==> src/rtl/traffic_pkg.sv <==
// Shared types and defaults for the traffic-light sensor path.
package traffic_pkg;

  typedef enum logic [1:0] {
    IDLE,
    PRESENT,
    HOLD,
    FAULT
  } state_t;

  localparam int unsigned DEB_CYCLES_DEF   = 4;
  localparam int unsigned HOLD_CYCLES_DEF  = 8;
  localparam int unsigned STUCK_CYCLES_DEF = 1000;

  localparam logic [7:0] CAR_CNT_MAX = 8'd255;

  // Counter width for a modulus-n counter, never narrower than one bit.
  function automatic int unsigned cnt_width(input int unsigned n);
    return (n <= 1) ? 1 : $clog2(n);
  endfunction

endpackage

==> src/rtl/sync_debounce.sv <==
// Two-flop synchronizer followed by a level debouncer: the filtered output
// only follows the synchronized input after DEB_CYCLES consecutive
// disagreeing samples.
module sync_debounce
  import traffic_pkg::*;
#(
  parameter int unsigned DEB_CYCLES = DEB_CYCLES_DEF
) (
  input  logic clk,
  input  logic rst_n,
  input  logic din,
  output logic dout
);

  localparam int unsigned CW = cnt_width(DEB_CYCLES);
  localparam logic [CW-1:0] CNT_LAST = CW'(DEB_CYCLES - 1);

  logic          sync_q1;
  logic          sync_q2;
  logic          filt;
  logic [CW-1:0] deb_cnt;

  // Metastability guard for the asynchronous loop input.
  always_ff @(posedge clk or negedge rst_n) begin
    if (!rst_n) begin
      sync_q1 <= 1'b0;
      sync_q2 <= 1'b0;
    end else begin
      sync_q1 <= din;
      sync_q2 <= sync_q1;
    end
  end

  // Count consecutive samples that differ from the filtered level; accept
  // the new level on the edge the count would reach DEB_CYCLES.
  always_ff @(posedge clk or negedge rst_n) begin
    if (!rst_n) begin
      deb_cnt <= '0;
      filt    <= 1'b0;
    end else if (sync_q2 == filt) begin
      deb_cnt <= '0;
    end else if (deb_cnt == CNT_LAST) begin
      deb_cnt <= '0;
      filt    <= sync_q2;
    end else begin
      deb_cnt <= deb_cnt + CW'(1);
    end
  end

  assign dout = filt;

endmodule

==> src/rtl/car_sensor_conditioner.sv <==
// Conditions the cross-road vehicle loop into a clean car-waiting request C,
// stretches it over short gaps, flags a stuck loop and counts arrivals.
module car_sensor_conditioner
  import traffic_pkg::*;
#(
  parameter int unsigned DEB_CYCLES   = DEB_CYCLES_DEF,
  parameter int unsigned HOLD_CYCLES  = HOLD_CYCLES_DEF,
  parameter int unsigned STUCK_CYCLES = STUCK_CYCLES_DEF
) (
  input  logic       clk,
  input  logic       rst_n,
  input  logic       sensor_raw,
  output logic       C,
  output logic       fault,
  output logic [7:0] car_cnt
);

  localparam int unsigned HW = cnt_width(HOLD_CYCLES);
  localparam int unsigned SW = cnt_width(STUCK_CYCLES);
  localparam logic [HW-1:0] HOLD_LAST  = HW'(HOLD_CYCLES - 1);
  localparam logic [SW-1:0] STUCK_LAST = SW'(STUCK_CYCLES - 1);

  state_t        state;
  state_t        state_nx;
  logic          f;
  logic [HW-1:0] hold_cnt;
  logic [SW-1:0] stuck_cnt;
  logic          hold_clr;
  logic          stuck_clr;
  logic          cnt_inc;

  sync_debounce #(
    .DEB_CYCLES(DEB_CYCLES)
  ) u_sync_debounce (
    .clk  (clk),
    .rst_n(rst_n),
    .din  (sensor_raw),
    .dout (f)
  );

  // State register.
  always_ff @(posedge clk or negedge rst_n) begin
    if (!rst_n) begin
      state <= IDLE;
    end else begin
      state <= state_nx;
    end
  end

  // Next-state and counter control; presence takes priority over expiry.
  always_comb begin
    state_nx  = state;
    hold_clr  = 1'b0;
    stuck_clr = 1'b0;
    cnt_inc   = 1'b0;
    case (state)
      IDLE: begin
        if (f) begin
          state_nx  = PRESENT;
          stuck_clr = 1'b1;
          cnt_inc   = 1'b1;
        end
      end
      PRESENT: begin
        if (!f) begin
          state_nx = HOLD;
          hold_clr = 1'b1;
        end else if (stuck_cnt == STUCK_LAST) begin
          state_nx = FAULT;
        end
      end
      HOLD: begin
        if (f) begin
          state_nx  = PRESENT;
          stuck_clr = 1'b1;
        end else if (hold_cnt == HOLD_LAST) begin
          state_nx = IDLE;
        end
      end
      FAULT: begin
        if (!f) begin
          state_nx = IDLE;
        end
      end
      default: state_nx = IDLE;
    endcase
  end

  // Stuck timer runs only while staying in PRESENT, so it never wraps.
  always_ff @(posedge clk or negedge rst_n) begin
    if (!rst_n) begin
      stuck_cnt <= '0;
    end else if (stuck_clr) begin
      stuck_cnt <= '0;
    end else if (state == PRESENT && state_nx == PRESENT) begin
      stuck_cnt <= stuck_cnt + SW'(1);
    end
  end

  // Hold timer runs only while staying in HOLD.
  always_ff @(posedge clk or negedge rst_n) begin
    if (!rst_n) begin
      hold_cnt <= '0;
    end else if (hold_clr) begin
      hold_cnt <= '0;
    end else if (state == HOLD && state_nx == HOLD) begin
      hold_cnt <= hold_cnt + HW'(1);
    end
  end

  // Saturating arrival counter, bumped only on a fresh IDLE->PRESENT entry.
  always_ff @(posedge clk or negedge rst_n) begin
    if (!rst_n) begin
      car_cnt <= '0;
    end else if (cnt_inc && car_cnt != CAR_CNT_MAX) begin
      car_cnt <= car_cnt + 8'd1;
    end
  end

  // Moore outputs from the registered state.
  always_comb begin
    C     = (state != IDLE);
    fault = (state == FAULT);
  end

endmodule

==> config.mk <==
export PLATFORM = sky130hd
export DESIGN_NAME = car_sensor_conditioner
export DESIGN_NICKNAME = d
export VERILOG_FILES = /design/src/rtl/traffic_pkg.sv /design/src/rtl/sync_debounce.sv /design/src/rtl/car_sensor_conditioner.sv
export SDC_FILE = /design/constraint.sdc
export NUM_CORES = 1
export LEC_CHECK = 0
export ABC_AREA = 1
export CORE_ASPECT_RATIO = 1.25
export CORE_UTILIZATION = 59
export CTS_BUF_LIST = sky130_fd_sc_hd__clkbuf_2
export CTS_CLUSTER_DIAMETER = 80
export DETAILED_ROUTE_END_ITERATION = 8
export PLACE_DENSITY = 0.81
export SLEW_MARGIN = 20
export SYNTH_ARGS = -nofsm -noshare
export SYNTH_HDL_FRONTEND = slang
export SYNTH_HIERARCHICAL = 1
export SYNTH_SLANG_ARGS = --single-unit
==> constraint.sdc <==
create_clock -name clk -period 1.9 [get_ports clk]
set_clock_uncertainty 0.05 [all_clocks]
set_input_delay 0.38 -clock clk [delete_from_list [all_inputs] [get_ports clk]]
set_output_delay 0.38 -clock clk [all_outputs]
set_load 0.01 [all_outputs]
==> Word-level counts from Yosys, hierarchy flattened <==
Index checks and enable logic that the tools add are counted.
{ "totals": {"register_bits": 28, "input_bits": 3, "out_inout_bits": 10, "wordCells": 50} }
{ "classes": {"add_sub_neg": 4, "eq_ne": 10, "muxes": 18, "n_bitwise": 1, "n_reduce_logical": 9} }
{ "ops": {"columns": ["op", "count"], "rows": [
  ["$mux W10", 2],
  ["$mux W2", 8],
  ["$add A10 B1 Y10 const B", 1],
  ["$eq A10 B10 Y1 const B", 1],
  ["$add A8 B1 Y8 const B", 1],
  ["$eq A2 B2 Y1 const B", 4],
  ["$ne A8 B8 Y1 const B", 1],
  ["$pmux W2 S4", 1],
  ["$mux W3", 2],
  ["$reduce_bool A2 Y1", 3],
  ["$mux W1", 5],
  ["$eq A2 B1 Y1 const B", 2],
  ["$add A3 B1 Y3 const B", 1],
  ["$eq A3 B3 Y1 const B", 1],
  ["$logic_and A1 B1 Y1", 3],
  ["$add A2 B1 Y2 const B", 1],
  ["$logic_not A2 Y1", 1],
  ["$reduce_and A2 Y1", 1],
  ["$reduce_or A2 Y1", 1],
  ["$eq A1 B1 Y1", 1],
  ["$not A1 Y1", 1]
]} }

==> Longest topological paths before layout <==
{ "logic_depth": {"depth_word": 8, "depth_mapped": 11, "depth_no_buf": 10} }

==> By module <==
Netlist, hierarchy kept.
{ "modules_own_cells": {"columns": ["module", "n_inst", "cells_per_inst", "area_each_um2", "seq_area_each_um2"], "rows": [
  ["car_sensor_conditioner", 1, 173, 1391.3, 575.6],
  ["sync_debounce", 1, 17, 182.7, 125.1]
]} }

==> Worst setup path before layout <==
OpenSTA, ideal clock, no wires.
{ "synth_timing": {"kind": "reg-to-reg", "from": "register hold_cnt[0]", "to": "register stuck_cnt[3]", "setup_time_ps": 116, "t_arrival_ps": 1337, "t_required_ps": 1734, "setup_slack_ps": 397, "path_stages_with_launch": 12, "path_buffers": 1, "synth_period_minus_slack_ps": 1503, "cell_sequence": "dfrtp_1 -> ha_1 -> ha_1 -> nor2_1 -> nor2_1 -> nor2_1 -> nor2_2 -> nand3_2 -> buf_6 -> inv_1 -> nand2_1 -> nand2_1"} }
{ "synth_between": {"elab_chain_len": 7} }
{ "synth_rtl": {"columns": ["element", "line", "text"], "rows": [
  ["start, declared", "car_sensor_conditioner.sv:26", "logic [HW-1:0] hold_cnt;"],
  ["start signal, assigned", "car_sensor_conditioner.sv:107", "hold_cnt <= hold_cnt + HW'(1);"],
  ["$eq A3 B3 Y1", "car_sensor_conditioner.sv:76", "end else if (hold_cnt == HOLD_LAST) begin"],
  ["$mux W2", "car_sensor_conditioner.sv:76", null],
  ["$mux W2", "car_sensor_conditioner.sv:73", "if (f) begin"],
  ["$pmux W2 S4", "car_sensor_conditioner.sv:56", "case (state)"],
  ["$eq A2 B1 Y1", "car_sensor_conditioner.sv:95", "end else if (state == PRESENT && state_nx == PRESENT) begin"],
  ["$logic_and A1 B1 Y1", "car_sensor_conditioner.sv:95", null],
  ["$reduce_bool A2 Y1 (no source line)", null, null],
  ["end signal, assigned", "car_sensor_conditioner.sv:96", "stuck_cnt <= stuck_cnt + SW'(1);"],
  ["end, declared", "car_sensor_conditioner.sv:27", "logic [SW-1:0] stuck_cnt;"]
]} }
Every way passes these cells.
A chain may end at the register's enable or synchronous reset.

==> Final worst setup path <==
{ "layout_timing": {"from": "register car_cnt[1]", "to": "output port car_cnt[1]"} }
{ "layout_rtl": {"columns": ["element", "line", "text"], "rows": [
  ["start, declared", "car_sensor_conditioner.sv:15", "output logic [7:0] car_cnt"],
  ["start signal, assigned", "car_sensor_conditioner.sv:116", "car_cnt <= car_cnt + 8'd1;"]
]} }
No word-level cell between the ends.

==> reports/qor.txt <==
run status - finished clean
Switching Power - 0.851 mW
drt pass-1 iters - 4
io pins - 13
RSZ-0062 raised after global routing - no
syn avg cell area - 8.28 µm²
synth cell count leaders - nand2_1, dfrtp_1, inv_1
area delta synth->final - 17.2%
core area - 2480 µm²
half-perimeter wire length after placement - 2220 µm
crit path kind - reg2out
Max Freq - 0.553 GHz
max-cap violations - 0
Initial Utilization - 63.5%
Cells after Synth - 190
combinational fraction of design power - 44.3%
Overflow after GRT - 0
Yosys reg bits - 28
area of the multi-input gates - 746 µm²
total power - 2.22 mW
vias per std cell - 5.13
All-Layer GR Usage - 24.3%
filler cell count - 185
Crit. End Element - primary output
max_slew headroom - 75.1%
fin crit share - 95.2%
hold_ws - 0.293 ns
Worst Path Required - 1.47 ns
post-detailed-route wirelength per cell - 12.2 µm
dominant cell type by area after synthesis - dfrtp_1
Critical Path, Cell by Cell - clkdlybuf4s50_1
Die Y - 59.7 µm
end-of-flow core utilization - 74.4%
CTS buffer count - 3
TritonCTS clock tree - done
crit start category - flip-flop
Internal - 1.37 mW
Clk Latency, worst-skew pair - 0.35 ns
DIE AREA - 2880 µm²
Final nets - 222
Clock H-tree levels - 1
first-pass GRT wire length - 5030 µm
Slew Viols, Final - 0
Final ANT Viol Nets - 0
setup TNS - 0 ns
GPL Wtd Cong - 0.851
post-synthesis sequential area ratio - 44.5%
CP max FO - 5
P_leak - 0.916 nW
antenna cell count - 0
Post-CTS Hold Buffers - 0
Synth warnings - 6
DRC - 0
Primary FF master, synth - dfrtp_1
Mapped Area - 1570 µm²
share of post-route cells with drive strength above 1 - 20.7%
1st-iter DRT viols - 30
synth unique cells - 28
vias in the first global route - 1256
Top delay family on crit path - buffers and inverters
cells taking the most area after synthesis - dfrtp_1, nand2_1, o21ai_2, inv_1, nand3_1
clock slew at reported path FFs - 0.26 ns
pwr dens - 1200 nW/µm²
initial antenna violation count - 0
Peak VDD IR - 888 µV
worst slew pin tran - 0.374 ns
Hold Path Class - in2async
largest net degree at the start of global routing - 29
clk sink count - 28
WP buf/inv - 1
WL final - 3000 µm
Async SR Flop Fraction - 100%
setup violators final - 0
CP arrival - 1.38 ns
Tmin final - 1.81 ns
sequential power share - 39.9%
Clk network pwr share - 15.8%
final hold vios - 0
Die X - 48.2 µm
top-count cell post-synth - nand2_1
Root Buffer - clkbuf_2
Largest stage delay, worst path - 0.56 ns
FF+latch area - 706 µm²
post-synth top area share - 44.5%
Max clock buf depth - 2
Post-Syn Nets - 198
via count - 1261
critical path's slowest cell - clkdlybuf4s50_1
switching share of power - 38.4%
number of port buffers - 12
Row Count - 20
Post-synth EDFFs - 0
## cells by family after synthesis
family                   after synthesis  share of synthesized area, %
AO/OA/AOI/OAI                         18                          8.51
XOR/XNOR                               8                          4.93
adder cells (fa/ha/maj)                5                          3.97
buffers and inverters                 27                          8.59
flip-flops                            28                          44.5
multiplexers                           1                         0.636
AND/OR/NAND/NOR                      103                          28.9
## cells in the final DEF (no fill, tap or decap)
cell / count
a21oi_1: 1
buf_12: 1
buf_4: 12
bufinv_16: 1
clkbuf_2: 3
clkdlybuf4s50_1: 10
dfrtp_1: 24
dfrtp_2: 4
dlygate4sd2_1: 2
ha_1: 5
inv_1: 19
inv_2: 2
mux2i_1: 1
nand2_1: 57
nand2_2: 4
nand3_1: 14
nand3_4: 1
nand3b_1: 1
nand4_1: 3
nand4_2: 1
nor2_1: 15
nor2_2: 1
nor3_1: 3
o21ai_0: 4
o21ai_1: 1
o21ai_2: 11
o21bai_1: 1
or2_0: 1
or2_2: 2
xnor2_1: 4
xnor2_2: 1
xor2_1: 3
## worst paths after layout
path	slack (ns)	from	end	cells past startpoint
worst max-delay path	0.09	car_cnt[1]	car_cnt[1]	1
worst min-delay path	0.29	rst_n	stuck_cnt[7]	2
worst max register to register	0.11	hold_cnt[0]	stuck_cnt[1]	10
worst min register to register	0.36	u_sync_debounce/sync_q1	u_sync_debounce/sync_q2	0
max in group asynchronous	1.21	rst_n	car_cnt[2]	2
min in group clk	0.36	u_sync_debounce/sync_q1	u_sync_debounce/sync_q2	0
## power by group through the flow
stage | registers [mW] | logic (mW) | clock network [mW]
floorplan | 0.871 | 0.645 | 0
global placement | 0.892 | 0.829 | 0
detailed placement | 0.908 | 0.866 | 0
CTS | 0.897 | 0.877 | 0.365
global route | 0.909 | 1.09 | 0.390
finish | 0.885 | 0.982 | 0.351
## metal layers
metal / GRT usage, % / part of all wire, %
met5: 0 / 0
met4: 7.54 / 0.90
met3: 2.72 / 2.2
met2: 46.3 / 56
met1: 26.2 / 41
## flip-flops by register name (all words and copies together), names as in the netlist
signal	flops
car_cnt	8
hold_cnt	3
state	2
stuck_cnt	10
u_sync_debounce/deb_cnt	2
u_sync_debounce/dout	1
u_sync_debounce/sync_q1	1
u_sync_debounce/sync_q2	1
## per-stage QoR
| step | cell area [µm²] | cells | worst slack [ns] |
|---|---|---|---|
| after CTS | 1790 | 240 | 0.0333 |
| after global routing | 1840 | 246 | 0.000370 |
| final | 1840 | 246 | 0.0903 |
| after floorplan | 1570 | 190 | 0.397 |
| after global placement | 1740 | 235 | 0.232 |
| after detailed placement | 1740 | 235 | 0.0986 |
## layout make-up
class	instances	area share (%)
Clock buffer	3	0.814
Clock inverter	1	1.63
Inverter	21	4.27
Multi-Input combinational cell	135	40.4
Sequential cell	28	38.3
Tap cell	33	2.24
Timing Repair Buffer	25	12.3
## timing repair
item,in CTS,in global routing
endpoints found under the setup margin,5,10
setup buffers,1,6
pin swaps,0,0
resized for setup,5,2
Power figures use the tool's default switching activity.
